File: config.mk
export PLATFORM = sky130hd
export DESIGN_NAME = banco_registros_pipe
export DESIGN_NICKNAME = d
export VERILOG_FILES = /design/src/rtl/regfile_pkg.sv /design/src/rtl/regfile_scoreboard.sv /design/src/rtl/banco_registros_pipe.sv
export SDC_FILE = /design/constraint.sdc
export NUM_CORES = 2
export LEC_CHECK = 0
export BUFFER_PORTS_ARGS = -buffer_cell sky130_fd_sc_hd__buf_2
export CAP_MARGIN = 5
export CELL_PAD_IN_SITES_DETAIL_PLACEMENT = 1
export CELL_PAD_IN_SITES_GLOBAL_PLACEMENT = 2
export CORE_UTILIZATION = 30
export CTS_CLUSTER_SIZE = 14
export DETAILED_ROUTE_END_ITERATION = 6
export PLACE_DENSITY_LB_ADDON = 0.25
export SETUP_SLACK_MARGIN = 0.02
export SLEW_MARGIN = 20
export SYNTH_ARGS = -nofsm -noshare
export SYNTH_HDL_FRONTEND = slang
export SYNTH_SLANG_ARGS = --single-unit
File: constraint.sdc
create_clock -name clk -period 2.6 [get_ports clk]
set_clock_uncertainty 0.05 [all_clocks]
set_input_delay 0.26 -clock clk [delete_from_list [all_inputs] [get_ports clk]]
set_output_delay 0.26 -clock clk [all_outputs]
set_load 0.02 [all_outputs]
File: src/rtl/regfile_pkg.sv
// regfile_pkg: shared constants and defaults for the pipelined MIPS register bank
package regfile_pkg;
  localparam logic [31:0] PTR_RST_VAL = 32'h1000_0000;
  localparam int REG_ZERO = 0;
  localparam int REG_AT = 1;
  localparam int REG_V0 = 2;
  localparam int REG_A0 = 4;
  localparam int REG_T0 = 8;
  localparam int REG_T3 = 11;
  localparam int REG_T4 = 12;
  localparam int REG_S0 = 16;
  localparam int REG_GP = 28;
  localparam int REG_SP = 29;
  localparam int REG_FP = 30;
  localparam int REG_RA = 31;
  localparam int DEF_DATA_W = 32;
  localparam int DEF_ADDR_W = 5;
  localparam int DEF_NUM_RD = 2;
  localparam int DEF_ZERO_REG = 1;
  function automatic logic is_ptr_reg(input int r);
    return r == REG_T3 || r == REG_T4;
  endfunction
endpackage

File: src/rtl/regfile_scoreboard.sv
// regfile_scoreboard: per-register busy bits with set-over-clear priority and per-port lookup (REGFILE_BYPASS_EN selects post-update lookup)
module regfile_scoreboard import regfile_pkg::*; #(
  parameter int ADDR_W = DEF_ADDR_W,
  parameter int NUM_RD = DEF_NUM_RD,
  parameter int ZERO_REG = DEF_ZERO_REG
) (
  input  logic                     clk,
  input  logic                     rst_n,
  input  logic                     issue_valid_i,
  input  logic [ADDR_W-1:0]        issue_reg_i,
  input  logic                     clr_valid_i,
  input  logic [ADDR_W-1:0]        clr_reg_i,
  input  logic [NUM_RD*ADDR_W-1:0] rd_addr_i,
  output logic [2**ADDR_W-1:0]     busy_vec_o,
  output logic [NUM_RD-1:0]        port_busy_o
);
  logic [2**ADDR_W-1:0] busy_q, busy_d;
  // a newer producer beats a retiring one; the zero register never becomes busy
  always_comb begin
    busy_d = busy_q;
    if (clr_valid_i) busy_d[clr_reg_i] = 1'b0;
    if (issue_valid_i) busy_d[issue_reg_i] = 1'b1;
    if (ZERO_REG != 0) busy_d[0] = 1'b0;
  end
  // scoreboard state
  always_ff @(posedge clk or negedge rst_n)
    if (!rst_n) busy_q <= '0;
    else busy_q <= busy_d;
  // per-port busy lookup, pre-edge view unless bypass is built in
  always_comb begin
    port_busy_o = '0;
    for (int i = 0; i < NUM_RD; i++)
`ifdef REGFILE_BYPASS_EN
      port_busy_o[i] = busy_d[rd_addr_i[i*ADDR_W +: ADDR_W]];
`else
      port_busy_o[i] = busy_q[rd_addr_i[i*ADDR_W +: ADDR_W]];
`endif
  end
  assign busy_vec_o = busy_q;
endmodule

File: src/rtl/banco_registros_pipe.sv
// banco_registros_pipe: register bank with NUM_RD registered read ports, one write port and a busy scoreboard (REGFILE_BYPASS_EN forwards same-edge writes)
module banco_registros_pipe import regfile_pkg::*; #(
  parameter int DATA_W = DEF_DATA_W,
  parameter int ADDR_W = DEF_ADDR_W,
  parameter int NUM_RD = DEF_NUM_RD,
  parameter int ZERO_REG = DEF_ZERO_REG
) (
  input  logic                     clk,
  input  logic                     rst_n,
  input  logic                     read_reg_flag,
  input  logic [NUM_RD*ADDR_W-1:0] rd_addr,
  output logic [NUM_RD*DATA_W-1:0] rd_data,
  output logic [NUM_RD-1:0]        rd_busy,
  input  logic                     write_reg_flag,
  input  logic [ADDR_W-1:0]        write_reg,
  input  logic [DATA_W-1:0]        write_data,
  input  logic                     issue_valid,
  input  logic [ADDR_W-1:0]        issue_reg,
  output logic [2**ADDR_W-1:0]     busy_vec
);
  localparam int DEPTH = 2**ADDR_W;
  logic [DATA_W-1:0] regs_q [DEPTH];
  logic [NUM_RD*DATA_W-1:0] rd_data_q, rd_data_d;
  logic [NUM_RD-1:0] rd_busy_q, rd_busy_d;
  logic we;
  function automatic logic [DATA_W-1:0] rst_val(input int r);
    return is_ptr_reg(r) ? DATA_W'(PTR_RST_VAL) : '0;
  endfunction
  assign we = !write_reg_flag && !(ZERO_REG != 0 && write_reg == '0);
  regfile_scoreboard #(.ADDR_W(ADDR_W), .NUM_RD(NUM_RD), .ZERO_REG(ZERO_REG)) u_sb (
    .clk(clk),
    .rst_n(rst_n),
    .issue_valid_i(issue_valid),
    .issue_reg_i(issue_reg),
    .clr_valid_i(!write_reg_flag),
    .clr_reg_i(write_reg),
    .rd_addr_i(rd_addr),
    .busy_vec_o(busy_vec),
    .port_busy_o(rd_busy_d)
  );
  // storage: pointer registers come out of reset preloaded, a dropped zero-register write never lands
  always_ff @(posedge clk or negedge rst_n)
    if (!rst_n) for (int r = 0; r < DEPTH; r++) regs_q[r] <= rst_val(r);
    else if (we) regs_q[write_reg] <= write_data;
  // read mux per port; with bypass a same-edge write is forwarded
  always_comb begin
    rd_data_d = '0;
    for (int i = 0; i < NUM_RD; i++)
`ifdef REGFILE_BYPASS_EN
      rd_data_d[i*DATA_W +: DATA_W] = (we && write_reg == rd_addr[i*ADDR_W +: ADDR_W]) ? write_data : regs_q[rd_addr[i*ADDR_W +: ADDR_W]];
`else
      rd_data_d[i*DATA_W +: DATA_W] = regs_q[rd_addr[i*ADDR_W +: ADDR_W]];
`endif
  end
  // read port registers, held while the active-low read enable is high
  always_ff @(posedge clk or negedge rst_n)
    if (!rst_n) begin
      rd_data_q <= '0;
      rd_busy_q <= '0;
    end else if (!read_reg_flag) begin
      rd_data_q <= rd_data_d;
      rd_busy_q <= rd_busy_d;
    end
  assign rd_data = rd_data_q;
  assign rd_busy = rd_busy_q;
endmodule

==> run metrics <==
CTS Sinks=1121; Min Clock Period, post-route=2.261 ns; MaxCap Viol Count=0; Synth warnings=0; Post-synth EDFFs=0; initial core utilization=30.26%; CTS tree=yes; CP max stage delay=0.73 ns; slew of the pin with the lowest slew margin=1.028 ns; GP Congestion=0.7919; buffer and inverter count on the worst path=3; hold_sp=write_data[12]; die height=443.0 um; sequential cell area fraction in the yosys report=48.09%; clk_lat worst skew=0.80 ns; # setup viols final=0; Startpoint Class=input port; worst vdd ir=0.6294 mV; CP max-delay cell=nor3_1; fmax=442.3 MHz; Post-CTS Repair Setup Buffers=0; drt drc=0; CTS H-tree lvls=4; DRT Pass-1 Iters=5; CTS root buffer=clkbuf_16; Fillers=19.67k; Mapped Cells=4196; Post-Synthesis Cell Area=58330 um^2; Final ANT Viol Nets=0; Worst-path clk slew=0.06 ns; status=finished clean; HP Class=input port to flop; RR Startpoint=u_sb.busy_vec_o[19]; vias in the first global route=41.68k; Worst EP arrival=2.87 ns; syn_area_per_cell=13.90 um^2; Layout area overhead=17.76%; worst relative slew slack=31.39%; core area=192800 um^2; crit path max fanout=13; Most used DFF post-synth=dfrtp_1; PortBufs=153; DRT Wirelength=229400 um; Hold WS=0.06287 ns; GRT Overall Usage=23.46%; layout net count=4387; Final Cycle Share=86.95%; largest net degree at the start of global routing=85; initial detailed-routing violation count=2584; CP Capture Type=flop; hpwl dp=147100 um; drt wl/cell=32.93 um; num rows=161; Overall Power=53.13 mW; Leak=30.31 nW; Largest delay share family, worst path=simple AND/OR/NAND/NOR gates; Die ar.=196200 um^2; Cell Count, Final, Fillers Out=6966; Hold Violations, Final=0; synthesized flop and latch total=1121; CTS Buf Count=135; crit path from=write_reg[3]; vias per cell=5.577; post_cts resized=0; Critical Path RT=3.21 ns; cts hold-fix bufs=22; post-synthesis cell type count=54; grt total ovfl=0; fraction of layout cells with a size suffix above 1=44.31%; unrepaired setup endpoints after global routing=no; DP Cell Count=6697; initial antenna violation count=17; first-pass GRT wire length=331000 um; routed vias=38.85k; Die W=443.0 um; Slew Limit Fails=0; CP Cell Sequence=dlygate4sd3_1 -> buf_2 -> nor3_1 -> nand2_4 -> buf_4 -> mux2_2; power per standard cell area=773.4 nW/um^2; Setup Crit Path Kind=input port to flop; Clock Tree Buf Depth=3; Synth Net Count=4253; Ports=155; Async SR Flop Fraction=100.0%
-- Yosys cell counts, drive strengths merged, types with 4 or more instances --
| master | number | area (um^2) |
|---|---|---|
| o22a | 22 | 192.7 |
| nand3b | 12 | 90.09 |
| nand2 | 135 | 516.7 |
| mux4 | 282 | 6351 |
| dfrtp | 1119 | 28000 |
| nor4b | 6 | 83.83 |
| buf | 229 | 1381 |
| a21oi | 43 | 215.2 |
| and4b | 5 | 50.05 |
| o41ai | 33 | 289.0 |
| mux2 | 1011 | 11380 |
| nand4 | 33 | 206.5 |
| nor4bb | 5 | 50.05 |
| a22oi | 206 | 1546 |
| inv | 4 | 15.01 |
| nor2 | 30 | 115.1 |
| o21ai | 47 | 235.2 |
| o211ai | 22 | 165.2 |
| clkbuf | 224 | 849.6 |
| o31ai | 32 | 240.2 |
| mux2i | 498 | 4985 |
| nor3b | 9 | 82.58 |
| nor2b | 34 | 212.7 |
| a22o | 15 | 131.4 |
| a211oi | 33 | 247.7 |
| o22ai | 46 | 287.8 |
| nand3 | 35 | 175.2 |
-- stage by stage --
step	TNS, ns	cell area [um^2]	util, %	setup slack, ns
after CTS	0	68680	35.63	0.3995
final	0	68690	35.63	0.3392
after global routing	0	68680	35.63	0.2462
after global placement	-0.6499	63900	33.15	-0.1252
after floorplan	0	58330	-	0.7542
after detailed placement	-0.4693	63930	33.16	-0.1316
-- power by group --
group	total [mW]	switching, mW	internal (mW)
clock network	19.6	7.96	11.6
registers	23.4	2.66	20.8
logic	10.1	4.59	5.53
-- flip-flops by register name, summed over array words and instances, names as in the netlist --
| name | count |
|---|---|
| rd_busy | 2 |
| rd_data | 64 |
| regs_q | 1024 |
| u_sb.busy_vec_o | 31 |
-- worst paths after layout --
kind                                end  slack [ns]  depth (start not counted)
min in group asynchronous   regs_q[358]        0.49                          3
setup reg to reg             rd_busy[0]        0.71                          4
hold / removal              regs_q[748]        0.06                          2
max in group asynchronous   regs_q[480]        1.06                          5
hold reg to reg            regs_q[1020]        0.34                          0
setup / recovery            regs_q[960]        0.34                          6
-- cells in the final DEF (no fill, tap or decap), types with 4 or more instances in the layout --
cell type | netlist | layout
dfrtp_1 | 1119 | 1119
mux2_2 | 985 | 985
mux2i_1 | 498 | 498
mux4_2 | 282 | 282
a22oi_1 | 206 | 206
buf_4 | 58 | 162
buf_2 | 141 | 146
clkbuf_16 | 0 | 139
nand2_1 | 131 | 118
buf_12 | 0 | 113
o21ai_0 | 46 | 46
o22ai_1 | 46 | 46
a21oi_1 | 43 | 43
clkbuf_8 | 0 | 39
nand3_1 | 35 | 34
nor2b_1 | 34 | 34
clkbuf_1 | 221 | 34
nand4_1 | 33 | 33
a211oi_1 | 33 | 33
o41ai_1 | 33 | 33
o31ai_1 | 32 | 32
mux2_1 | 26 | 26
o22a_1 | 22 | 22
o211ai_1 | 22 | 22
dlygate4sd3_1 | 0 | 21
nor2_4 | 0 | 16
a22o_1 | 15 | 15
nor2_1 | 29 | 14
nand2_4 | 0 | 14
nand3b_1 | 12 | 12
clkinv_2 | 0 | 12
inv_6 | 0 | 8
bufinv_16 | 0 | 7
nor3b_1 | 6 | 6
diode_2 | 0 | 5
nor4bb_4 | 0 | 5
nor4b_4 | 0 | 5
buf_8 | 0 | 5
inv_1 | 4 | 4
-- final cells by class --
type / count / area (um^2) / share of cell area, %
diodes: 5 / 12.51 / 0.01821
clock buffers: 212 / 4143 / 6.031
clock inverters: 30 / 380.4 / 0.5537
inverters: 4 / 15.01 / 0.02186
multi-input cells: 2618 / 28400 / 41.34
flip-flops and latches: 1121 / 28050 / 40.84
well taps: 2526 / 3161 / 4.601
repair buffers: 450 / 4528 / 6.592
-- layer usage --
layer	wire length, um	vias up	share of wire, %	track usage (%)
met2	112700	748	49	39.35
met1	102300	21520	45	31.59
met5	45	-	0.020	0
met3	7218	321	3.1	2.626
met4	7028	6	3.1	7.380
li1	-	16260	-	-
-- kinds of logic (layout without fill, tap and decap cells) --
kind of cell           Yosys count  count (layout)  synth area share, %
other                            1               6             0.006429
multiplexers                  1791            1791                38.95
buffers and inverters          457             696                3.850
AO/OA/AOI/OAI                  501             501                6.115
flip-flops                    1121            1121                48.09
AND/OR/NAND/NOR                325             325                2.984
Power figures use the tool's default switching activity.
